$ cat config.mk
export PLATFORM = sky130hd
export DESIGN_NAME = serial_tx_arbiter
export DESIGN_NICKNAME = d
export VERILOG_FILES = /design/src/rtl/serial_pkg.sv /design/src/rtl/rr_pick.sv /design/src/rtl/serial_tx_arbiter.sv
export SDC_FILE = /design/constraint.sdc
export NUM_CORES = 1
export LEC_CHECK = 0
export CAP_MARGIN = 20
export CORE_MARGIN = 2
export CORE_UTILIZATION = 30
export DETAILED_ROUTE_END_ITERATION = 8
export PLACE_DENSITY = 0.47
export SLEW_MARGIN = 20
export SYNTH_ARGS = -nofsm -noshare
export SYNTH_HDL_FRONTEND = slang
export SYNTH_SLANG_ARGS = --single-unit
$ cat constraint.sdc
create_clock -name clk -period 3.9 [get_ports clk]
set_input_delay 1.17 -clock clk [delete_from_list [all_inputs] [get_ports clk]]
set_output_delay 1.17 -clock clk [all_outputs]
set_load 0.05 [all_outputs]
$ cat src/rtl/serial_pkg.sv
// serial_pkg: shared definitions for the 4-bit serial link.
//   DATA_W     payload bits per frame
//   FRAME_LEN  start + data + stop bits
//   START_BIT / STOP_BIT line levels for the framing bits
//   tx_state_t transmitter state encoding
// Imported by the transmit arbiter and by the link receiver.
package serial_pkg;

   localparam int   DATA_W    = 4;
   localparam int   FRAME_LEN = 6;
   localparam logic START_BIT = 1'b0;
   localparam logic STOP_BIT  = 1'b1;

   typedef enum logic [2:0] {
      IDLE  = 3'd0,
      START = 3'd1,
      DATA  = 3'd2,
      STOP  = 3'd3,
      GAP   = 3'd4
   } tx_state_t;

endpackage

$ cat src/rtl/rr_pick.sv
// rr_pick: combinational winner selection among NUM_REQ requesters.
//   req        level requests, one bit per requester
//   last_grant index granted most recently (round-robin build only)
//   winner     one-hot winner, all zero when no request
//   winner_id  binary index of the winner
//   any        at least one request is pending
// Build option SERIAL_ARB_FIXED_PRIO_EN: when defined, the lowest asserted
// index always wins and the last_grant port does not exist.
module rr_pick #(
   parameter int NUM_REQ = 4,
   parameter int IDX_W   = $clog2(NUM_REQ)
) (
   input  logic [NUM_REQ-1:0] req,
`ifndef SERIAL_ARB_FIXED_PRIO_EN
   input  logic [IDX_W-1:0]   last_grant,
`endif
   output logic [NUM_REQ-1:0] winner,
   output logic [IDX_W-1:0]   winner_id,
   output logic               any
);

`ifdef SERIAL_ARB_FIXED_PRIO_EN

   always_comb begin
      winner    = '0;
      winner_id = '0;
      any       = 1'b0;
      for (int i = 0; i < NUM_REQ; i++) begin
         if (!any && req[i]) begin
            any       = 1'b1;
            winner[i] = 1'b1;
            winner_id = IDX_W'(i);
         end
      end
   end

`else

   // Search order is last_grant+1, last_grant+2, ... wrapping modulo
   // NUM_REQ, so the previous winner is considered last.
   always_comb begin
      int               idx;
      logic [IDX_W-1:0] idx_l;
      idx       = 0;
      idx_l     = '0;
      winner    = '0;
      winner_id = '0;
      any       = 1'b0;
      for (int k = 1; k <= NUM_REQ; k++) begin
         idx = int'(last_grant) + k;
         if (idx >= NUM_REQ) idx = idx - NUM_REQ;
         idx_l = IDX_W'(idx);
         if (!any && req[idx_l]) begin
            any           = 1'b1;
            winner[idx_l] = 1'b1;
            winner_id     = idx_l;
         end
      end
   end

`endif

endmodule

$ cat src/rtl/serial_tx_arbiter.sv
// serial_tx_arbiter: shares one serial link among NUM_REQ requesters and
// serializes each granted 4-bit payload as start(0), 4 data bits LSB
// first, stop(1), one bit per clock, followed by GAP_CYCLES idle-high
// cycles. Frames are never interleaved or truncated.
//
// Ports:
//   clk        system clock, rising edge
//   rst        asynchronous active-low reset
//   req        level request per requester
//   payload    requester i data in [i*DATA_W +: DATA_W], sampled at grant
//   grant      one-hot, one-cycle capture acknowledge (registered)
//   tx         serial line, idle high (registered)
//   busy       high from the start bit through the last gap cycle
//   cur_id     index of the requester being sent; holds when idle
//   fsm_state  current transmitter state, for observation
//
// Request/grant handshake: req is a level; a requester whose req is high
// when the link becomes free may be selected, its payload is captured on
// that clock edge and grant pulses for exactly the following cycle. There
// is no back-pressure on grant; keeping req high asks for another frame.
//
// Build option SERIAL_ARB_FIXED_PRIO_EN: fixed lowest-index priority in
// place of round-robin; framing and timing are unchanged.
module serial_tx_arbiter
   import serial_pkg::*;
#(
   parameter int NUM_REQ    = 4,
   parameter int GAP_CYCLES = 1
) (
   input  logic                        clk,
   input  logic                        rst,
   input  logic [NUM_REQ-1:0]          req,
   input  logic [NUM_REQ*DATA_W-1:0]   payload,
   output logic [NUM_REQ-1:0]          grant,
   output logic                        tx,
   output logic                        busy,
   output logic [$clog2(NUM_REQ)-1:0]  cur_id,
   output tx_state_t                   fsm_state
);

   localparam int IDX_W = $clog2(NUM_REQ);
   // Value of the gap counter in the final gap cycle.
   localparam logic [3:0] GAP_LAST = 4'((GAP_CYCLES == 0) ? 0 : GAP_CYCLES - 1);

   tx_state_t            state_q, state_n;
   logic [DATA_W-1:0]    shift_q, shift_n;
   logic [1:0]           bit_cnt_q, bit_cnt_n;
   logic [3:0]           gap_cnt_q, gap_cnt_n;
   logic [NUM_REQ-1:0]   grant_q, grant_n;
   logic [IDX_W-1:0]     cur_id_q, cur_id_n;
   logic                 tx_q, tx_n;
   logic                 busy_q, busy_n;
   logic                 arbitrate;

   logic [NUM_REQ-1:0]   pick_winner;
   logic [IDX_W-1:0]     pick_id;
   logic                 pick_any;

`ifndef SERIAL_ARB_FIXED_PRIO_EN
   logic [IDX_W-1:0]     last_grant_q, last_grant_n;
`endif

   rr_pick #(
      .NUM_REQ (NUM_REQ),
      .IDX_W   (IDX_W)
   ) u_pick (
      .req        (req),
`ifndef SERIAL_ARB_FIXED_PRIO_EN
      .last_grant (last_grant_q),
`endif
      .winner     (pick_winner),
      .winner_id  (pick_id),
      .any        (pick_any)
   );

   always_ff @(posedge clk or negedge rst) begin
      if (!rst) begin
         state_q      <= IDLE;
         shift_q      <= '0;
         bit_cnt_q    <= '0;
         gap_cnt_q    <= '0;
         grant_q      <= '0;
         cur_id_q     <= '0;
         tx_q         <= STOP_BIT;
         busy_q       <= 1'b0;
`ifndef SERIAL_ARB_FIXED_PRIO_EN
         last_grant_q <= IDX_W'(NUM_REQ - 1);
`endif
      end else begin
         state_q      <= state_n;
         shift_q      <= shift_n;
         bit_cnt_q    <= bit_cnt_n;
         gap_cnt_q    <= gap_cnt_n;
         grant_q      <= grant_n;
         cur_id_q     <= cur_id_n;
         tx_q         <= tx_n;
         busy_q       <= busy_n;
`ifndef SERIAL_ARB_FIXED_PRIO_EN
         last_grant_q <= last_grant_n;
`endif
      end
   end

   // Next-state logic. The arbitration decision is taken in IDLE and also
   // in the last cycle of each frame (final gap cycle, or the stop bit when
   // there is no gap), so a waiting requester's start bit follows the
   // frame with no idle dwell and the frame period is 6+GAP_CYCLES.
   // Line outputs are decoded from the next state and registered.
   always_comb begin
      state_n      = state_q;
      shift_n      = shift_q;
      bit_cnt_n    = bit_cnt_q;
      gap_cnt_n    = gap_cnt_q;
      grant_n      = '0;
      cur_id_n     = cur_id_q;
      tx_n         = STOP_BIT;
      busy_n       = 1'b0;
      arbitrate    = 1'b0;
`ifndef SERIAL_ARB_FIXED_PRIO_EN
      last_grant_n = last_grant_q;
`endif

      case (state_q)
         IDLE: begin
            arbitrate = 1'b1;
         end
         START: begin
            state_n   = DATA;
            bit_cnt_n = '0;
         end
         DATA: begin
            if (bit_cnt_q == 2'd3) begin
               state_n = STOP;
            end else begin
               shift_n   = shift_q >> 1;
               bit_cnt_n = bit_cnt_q + 2'd1;
            end
         end
         STOP: begin
            if (GAP_CYCLES == 0) begin
               arbitrate = 1'b1;
            end else begin
               state_n   = GAP;
               gap_cnt_n = '0;
            end
         end
         GAP: begin
            if (gap_cnt_q == GAP_LAST) begin
               arbitrate = 1'b1;
            end else begin
               gap_cnt_n = gap_cnt_q + 4'd1;
            end
         end
         default: begin
            state_n = IDLE;
         end
      endcase

      if (arbitrate) begin
         state_n   = IDLE;
         gap_cnt_n = '0;
         if (pick_any) begin
            state_n  = START;
            grant_n  = pick_winner;
            cur_id_n = pick_id;
            for (int i = 0; i < NUM_REQ; i++) begin
               if (pick_winner[i]) shift_n = payload[i*DATA_W +: DATA_W];
            end
`ifndef SERIAL_ARB_FIXED_PRIO_EN
            last_grant_n = pick_id;
`endif
         end
      end

      case (state_n)
         START:   tx_n = START_BIT;
         DATA:    tx_n = shift_n[0];
         default: tx_n = STOP_BIT;
      endcase
      busy_n = (state_n != IDLE);
   end

   assign grant     = grant_q;
   assign tx        = tx_q;
   assign busy      = busy_q;
   assign cur_id    = cur_id_q;
   assign fsm_state = state_q;

endmodule

### Word level (Yosys, flattened, before mapping)

Index checks and enable logic that the tools add are counted.

| operators by class | value |
|---|---|
| add/sub/neg operators | 10 |
| magnitude comparators | 12 |
| equal/unequal tests | 9 |
| mux-type cells | 54 |
| bitwise logic cells | 3 |
| reduce and logical (&&, ||, !) cells | 19 |

Operator list:

| kind | number |
|---|---|
| $mux W4 | 16 |
| $mux W2 | 9 |
| $mux W1 | 14 |
| $lt A2 B3 Y1 const B | 4 |
| $or A4 B4 Y4 | 3 |
| $pmux W3 S4 | 1 |
| $eq A3 B2 Y1 const B | 3 |
| $ge A3 B3 Y1 const B | 3 |
| $bmux W1 S2 | 4 |
| $demux W1 S2 | 4 |
| $ge A2 B1 Y1 const B | 4 |
| $pmux W4 S2 | 1 |
| $sub A2 B1 Y2 const B | 4 |
| $logic_and A1 B1 Y1 | 7 |
| $add A2 B2 Y3 const B | 2 |
| $eq A3 B1 Y1 const B | 2 |
| $mux W3 | 2 |
| $reduce_and A2 Y1 | 3 |
| $reduce_bool A3 Y1 | 2 |
| $add A2 B3 Y4 const B | 1 |
| $add A4 B1 Y4 const B | 1 |
| $ge A4 B3 Y1 const B | 1 |
| $logic_not A4 Y1 | 1 |
| $pmux W1 S2 | 2 |
| 11 further kinds | 13 |

| storage, ports and cells | value |
|---|---|
| register bits after elaboration | 23 |
| output and inout port bits | 11 |
| word-level logic and storage cells | 116 |

### Logic depth before layout (Yosys ltp)

| depth | value |
|---|---|
| word-level depth | 22 |
| gate-level depth with buffers | 11 |
| mapped depth without buffers | 8 |

### Cells and area by module

A second synthesis with hierarchy kept.

| second synthesis, totals | value |
|---|---|
| cells, all modules | 203 |
| area total of the unflattened synthesis | 1,840.5 µm² |

By module, submodules not included:

| module | times used | cells each | area each (µm²) |
|---|---|---|---|
| serial_tx_arbiter | 1 | 135 | 1,315.0 |
| rr_pick | 1 | 68 | 525.5 |

### Least setup slack after synthesis

Ideal clock, no wire load.

| timing path | value |
|---|---|
| path kind | input -> register |
| from | in req[1] |
| to | reg shift_q[0] |
| setup time | 0.125 ns |
| arrival | 2.861 ns |
| required time | 3.775 ns |
| slack | 0.914 ns |
| stages on the path | 7 |
| path buffers | 1 |
| cell sequence | mux4_2 buf_6 a21o_1 o22a_1 or3_1 a311oi_1 o21ai_1 |

| on the way | value |
|---|---|
| cells in the longest elaborated chain, start to end | 18 |
| elaborated cells between the ends (all ways) | 31 |
| those cells by class | 22 x mux; 3 x bitwise; 6 x reduce/logical |

Ends and longest elaborated chain:

| item | line | text |
|---|---|---|
| from (decl) | serial_tx_arbiter.sv:32 | `input logic [NUM_REQ-1:0] req,` |
| $bmux W1 S2 | rr_pick.sv:53 | `if (!any && req[idx_l]) begin` |
| $mux W1 (not written as such) | rr_pick.sv:53 |  |
| $mux W1 | rr_pick.sv:53 |  |
| $logic_not A1 Y1 | rr_pick.sv:53 |  |
| $logic_and A1 B1 Y1 | rr_pick.sv:53 |  |
| $mux W1 | rr_pick.sv:53 |  |
| $logic_not A1 Y1 | rr_pick.sv:53 |  |
| $logic_and A1 B1 Y1 | rr_pick.sv:53 |  |
| $mux W1 | rr_pick.sv:53 |  |
| $logic_not A1 Y1 | rr_pick.sv:53 |  |
| $logic_and A1 B1 Y1 | rr_pick.sv:53 |  |
| $mux W4 | rr_pick.sv:53 |  |
| $mux W4 (4 in series) | serial_tx_arbiter.sv:167 | `if (pick_winner[i]) shift_n = payload[i*DATA_W +: DATA_W];` |
| $mux W4 (*) | serial_tx_arbiter.sv:162 | `if (pick_any) begin` |
| $mux W4 (*) | serial_tx_arbiter.sv:159 | `if (arbitrate) begin` |
| via shift_n[0] | serial_tx_arbiter.sv:46 | `logic [DATA_W-1:0] shift_q, shift_n;` |
| to (signal assigned) | serial_tx_arbiter.sv:91 | `shift_q <= shift_n;` |
| to (decl) | serial_tx_arbiter.sv:46 |  |

The timed path passes the listed nets; every way through them passes the cells marked *. The select of a mux whose other input is x is not followed.
A chain may end at the register's enable or synchronous reset.

### Final worst setup path

| timing path | value |
|---|---|
| from | in req[1] |
| to | reg shift_q[2] |

The elaborated chain is that of the path after synthesis.

==> results.md <==
- Status: finished, final reports clean
- Max rail drop VDD: 0.331 mV
- Setup_tns: 0 ns
- GPL Wtd Cong: 0.833
- Psw: 0.989 mW
- Pwr Density: 930 mW/mm²
- Total Power: 1.96 mW
- Worst EP arrival: 3.61 ns
- Initial Utilization: 0.308
- Vias per cell: 5.22
- Post-synthesis sequential area ratio: 0.343
- Syn nets: 216
- Critical path class: in2reg
- Max FO, Critical Path: 13
- Die Height: 79.0 µm
- Die Wd: 79.0 µm
- Hpwl dp: 3170 µm
- Worst setup SP type: input pin
- Vias: 1489
- YS warnings: 0
- Final ANT Viol Nets: 0
- Sw Share: 0.503
- Pins over their slew limit: 0
- Number of enable flip-flop cells after synthesis: 0
- CTS Buffer Depth: 2
- Area leader, netlist: dfrtp_1
- Hold Path Class: reg2reg
- Tcrit/Tclk final: 0.886
- CTS tree: done
- # diodes: 0
- Final nets: 247
- Vias in the first global route: 1492
- Post-route clock skew: 0.00646 ns
- CTS-repair resized insts: 0
- IO Count: 33
- P_int: 0.976 mW
- Router iterations before antenna repair: 4
- Average cell area after synthesis: 9.22 µm²
- Maxcap violations: 0
- Std cell rows: 27
- Largest net degree at the start of global routing: 16
- Cts bufs inserted: 3
- RSZ-0062 raised after global routing: no
- DIE AREA: 0.00624 mm²
- Flop pwr share: 0.229
- Area contributors post-synth: dfrtp_1, ha_1, mux4_2
- Initial antenna violation count: 0
- Post-synth cell types: 47
- Critical path required time: 4.05 ns
- Combinational power share: 0.696
- Root Driver: clkbuf_8
- Fmax: 289 MHz
- Final Critical Period: 3.46 ns
- Initial drt markers: 31
- Yosys reg bits: 23
- Grt total ovfl: 0
- Hold Buf Count CTS: 0
- Total track usage: 0.134
- Ys async rst share: 1.00
- Clock sink total: 23
- Buffers on Ports: 32
- Most numerous cell in the Yosys netlist: dfrtp_1
- Leakage power total: 0.862 nW
- Worst slew pin tran: 0.707 ns
- Syn Inst Count: 183
- Core area: 0.00547 mm²
- Later-pin clock latency in the skew report: 0.26 ns
- # Post-CTS Setup Buffers: 0
- Ys flop type: dfrtp_1
- Final setup fails: 0
- Worst-path clk slew: 0.09 ns
- DRC errors left: 0
- Post-synth top cells: dfrtp_1, nand2_1, o21ai_0
- Crit. End Element: flop
- Area growth syn-to-layout: 25.1%
- First-pass GRT wire length: 6780 µm
- Final WL: 3970 µm
- Synthesized area: 0.00169 mm²
- Hold Violations, Final: 0
- Slew headroom: 0.527
- H-tree depth: 1
- Wire length per cell: 13.9 µm
- Post-synth top area share: 0.297
- Layout cell share with drive strength beyond 1: 0.0892
- Clk pwr share: 0.076
==> power by group through the flow <==
stage	logic, mW	registers (mW)	clock network (mW)
floorplan	0.937	0.575	0
global placement	1.36	0.453	0
detailed placement	1.37	0.457	0
CTS	1.37	0.453	0.155
global route	1.51	0.470	0.163
finish	1.37	0.450	0.149
==> cell type report <==
class	instances	area, µm²
timing repair buffer	34	335
clock buffer	3	41.3
sequential	23	579
fill	569	3360
multi-input combinational	141	1020
inverter	11	41.3
tap	72	90.1
clock inverter	1	5.00
==> state kept, by name, summed over array words and instances (netlist names) <==
signal and cells:
gap_cnt_q 4, last_grant_q 2, tx 1, bit_cnt_q 2, fsm_state 3, cur_id 2
grant 4, shift_q 4, busy 1
==> worst max-delay path: stages <==
cell             delay, ns
clkdlybuf4s50_1       0.50
mux4_2                0.65
nor4b_2               0.49
nand2_1               0.16
and2_0                0.25
a311oi_1              0.30
o21ai_1               0.09
==> metrics by stage <==
| step | utilization | instance area, µm² | cells | setup WS [ns] | hold slack (ns) |
|---|---|---|---|---|---|
| floorplan | - | 1690 | 183 | 0.914 | 0.466 |
| global placement | 0.377 | 2070 | 281 | 0.230 | 0.464 |
| detailed placement | 0.377 | 2070 | 281 | 0.155 | 0.481 |
| CTS | 0.386 | 2110 | 285 | 0.437 | 0.501 |
| global route | 0.386 | 2110 | 285 | 0.234 | 0.539 |
| finish | 0.386 | 2110 | 285 | 0.443 | 0.491 |
==> cells by family after synthesis <==
| family | count (synthesis) | share of synthesized area |
|---|---|---|
| muxes | 9 | 0.0845 |
| and+or+nand+nor | 57 | 0.172 |
| DFF | 23 | 0.343 |
| buffers and inverters | 19 | 0.0526 |
| adders and majority gates | 11 | 0.0815 |
| xor gates and xnor gates | 2 | 0.0104 |
| AOI/OAI and AO/OA | 62 | 0.256 |
==> metal layers <==
layer  vias to the layer above  share of wire  wire length [µm]  GRT usage
met1                       714           0.46              1810      0.175
met5                         -              0                 0          0
li1                        732              -                 -          -
met3                         4          0.045               178     0.0239
met2                        39           0.49              1930      0.224
met4                         0          0.013                51     0.0431
==> placed cells by master, fill, tap and decap left out, types with 7 or more instances in the layout <==
cell / Yosys / layout
clkdlybuf4s50_1: 0 / 32
dfrtp_1: 20 / 20
nand2_1: 17 / 17
o21ai_0: 14 / 14
nor2_1: 13 / 13
inv_1: 11 / 11
ha_1: 11 / 11
a21oi_1: 7 / 7
a21o_1: 7 / 7
==> final timing paths <==
path | cells past startpoint | to | start | slack (ns)
max | 7 | shift_q[2] | req[1] | 0.44
min reg2reg | 1 | cur_id[1] | cur_id[1] | 0.49
min | 1 | cur_id[1] | cur_id[1] | 0.49
max in group asynchronous | 2 | tx | rst | 1.89
min in group asynchronous | 1 | fsm_state[2] | rst | 1.33
max reg2reg | 8 | shift_q[2] | last_grant_q[0] | 0.69
No activity file was read; power rests on OpenSTA's default activity.
==> edit (same settings) <==
`NUM_REQ` is set to 4 in 2 places; all go to 2.
--- a/src/rtl/rr_pick.sv
+++ b/src/rtl/rr_pick.sv
@@ -7,7 +7,7 @@
 // Build option SERIAL_ARB_FIXED_PRIO_EN: when defined, the lowest asserted
 // index always wins and the last_grant port does not exist.
 module rr_pick #(
-   parameter int NUM_REQ = 4,
+   parameter int NUM_REQ = 2,
    parameter int IDX_W   = $clog2(NUM_REQ)
 ) (
    input  logic [NUM_REQ-1:0] req,
--- a/src/rtl/serial_tx_arbiter.sv
+++ b/src/rtl/serial_tx_arbiter.sv
@@ -24,7 +24,7 @@
 module serial_tx_arbiter
    import serial_pkg::*;
 #(
-   parameter int NUM_REQ    = 4,
+   parameter int NUM_REQ    = 2,
    parameter int GAP_CYCLES = 1
 ) (
    input  logic                        clk,
Ports: changed (resized cur_id, grant, payload and req); port bits go from 33 to 20. The function was not compared with the original's and may differ.
==> edit against the unedited design <==
Setup slack better by 0.41 ns. Wire length down 45%. Sequential cell count decreased by 4. Clock power is 30% lower. Count of clock-buffer cells in the layout unchanged. Non-clock buffer count fell by 15. Area after synthesis shrank 39%. Design area down 39%. Combinational power fell by 59%. First-iteration DRC count decreased by 42%. Power fell by 47%. Global-route usage decreased by 1.4 points. Sequential share of layout area grew 9.7 points. Register-to-register slack improved by 1.3 ns. Critical endpoint is now fsm_state[2].
==> edit: results (changes against the unedited design) <==
path_delay_family: "buffers and inverters"
cpMaxStageDelayCell: "clkdlybuf4s50_1"
gp_congestion: 0.6919  # -17%
synth_nets: 113  # -48%
leakagePower_uw: 0.0005217  # -40%
grt_first_pass_wirelength_mm: 3.719  # -45%
cts-root-buf: "clkbuf_4"
grt_max_degree: 20  # +4
synth_area_leaders: "dfrtp_1 (41%), mux2i_1 (7.7%), dfstp_2 (5.1%)"
cts.clk_slew.worst_paths_ns: 0.12  # +0.03 ns
yosysUniqueCellTypes: 34  # -28%
clk_latency_ns: 0.30  # +0.04 ns
max_stage_delay_ns: 0.90  # +0.25 ns
grt_use_total: 0.1198  # -0.01387
dp_hpwl_mm: 1.597  # -50%
grt_pass1_vias: 799  # -46%
antenna_found_initial: 0  # unchanged
drtIter0Drc: 18  # -42%
num-nets-final: 133  # -46%
io_buffers: 19  # -41%
status: "finished, final reports clean"
yosysSeqAreaShare: 0.4614  # +0.1181
slew_headroom: 0.4194  # -0.1078
fillers: 332  # -42%
ir_drop_mv: 0.3160  # -4.6%
yosys-top-cells-count: "dfrtp_1 (17), inv_1 (10), mux2i_1 (8), nand3_1 (5)"
drive_above_1_share: 0.1026  # +0.01336
avgViaCountPerCell: 4.914  # -5.9%
cp_data_arrival_time_ns: 1.88  # -1.73 ns
wl_per_cell_um: 13.36  # -4.2%
==> edit: routing by layer <==
metal / global-route usage / vias up / routed length [um]
met5: 0 / - / 0
met4: 0.05000 / 0 / 34
met3: 0.02342 / 4 / 60
met2: 0.1815 / 13 / 1002
met1: 0.1669 / 388 / 1080
li1: - / 396 / -
==> edit: path summary, 6_finish.rpt <==
| kind | start | end | slack [ns] | depth (start not counted) |
|---|---|---|---|---|
| setup / recovery | fsm_state[2]$_DFF_PN0_ | fsm_state[2] | 0.85 | 1 |
| hold / removal | bit_cnt_q[1]$_DFFE_PN0P_ | bit_cnt_q[1]$_DFFE_PN0P_ | 0.54 | 1 |
| setup reg to reg | gap_cnt_q[0]$_DFFE_PN0P_ | shift_q[2]$_DFF_PN0_ | 2.02 | 5 |
| hold reg to reg | bit_cnt_q[1]$_DFFE_PN0P_ | bit_cnt_q[1]$_DFFE_PN0P_ | 0.54 | 1 |
| max in group asynchronous | rst | grant[0]$_DFF_PN0_ | 2.02 | 1 |
| min in group asynchronous | rst | gap_cnt_q[0]$_DFFE_PN0P_ | 1.34 | 1 |
==> edit: final cells by class <==
class                           instances  area [um^2]  share of cell area
Sequential cell                        19        478.0              0.3709
Clock inverter                          1        5.005            0.003883
Inverter                               10        37.54             0.02913
Clock buffer                            3        22.52             0.01748
Tap cell                               46        57.56             0.04466
Timing Repair Buffer                   19        190.2              0.1476
Multi-Input combinational cell         65        498.0              0.3864
==> edit: report_power, final <==
part           switching, uW  internal [uW]
registers                101            285
logic                    323            235
clock network           65.6           38.2
total                    490            558
==> edit: cells by family (layout without fill, tap and decap cells) <==
| kind of cell | after synthesis | in the layout | share of synthesized area |
|---|---|---|---|
| mux | 8 | 8 | 0.07730 |
| flops | 19 | 19 | 0.4614 |
| buf+inv | 14 | 33 | 0.05797 |
| fa+ha+maj | 3 | 3 | 0.03624 |
| compound gates | 28 | 28 | 0.2126 |
| simple gates | 25 | 25 | 0.1461 |
| xor+xnor | 1 | 1 | 0.008456 |
==> edit: stage by stage <==
stage / utilization / worst slack, ns / total power [uW] / area [um^2] / std cells
after floorplan: - / 2.028 / 807.9 / 1036 / 98
after global placement: 0.3780 / 1.222 / 944.3 / 1261 / 159
after detailed placement: 0.3780 / 1.187 / 951.6 / 1261 / 159
after CTS: 0.3862 / 0.8333 / 1060 / 1289 / 163
after global routing: 0.3862 / 0.7825 / 1131 / 1289 / 163
final: 0.3862 / 0.8501 / 1048 / 1289 / 163
==> edit: worst register-to-register path, cell delays in order, from the launching register on <==
cell and delay [ns]:
dfrtp_1 0.44, inv_1 0.07, ha_1 0.15, or3b_1 0.47, a211oi_4 0.44, mux2i_1 0.24
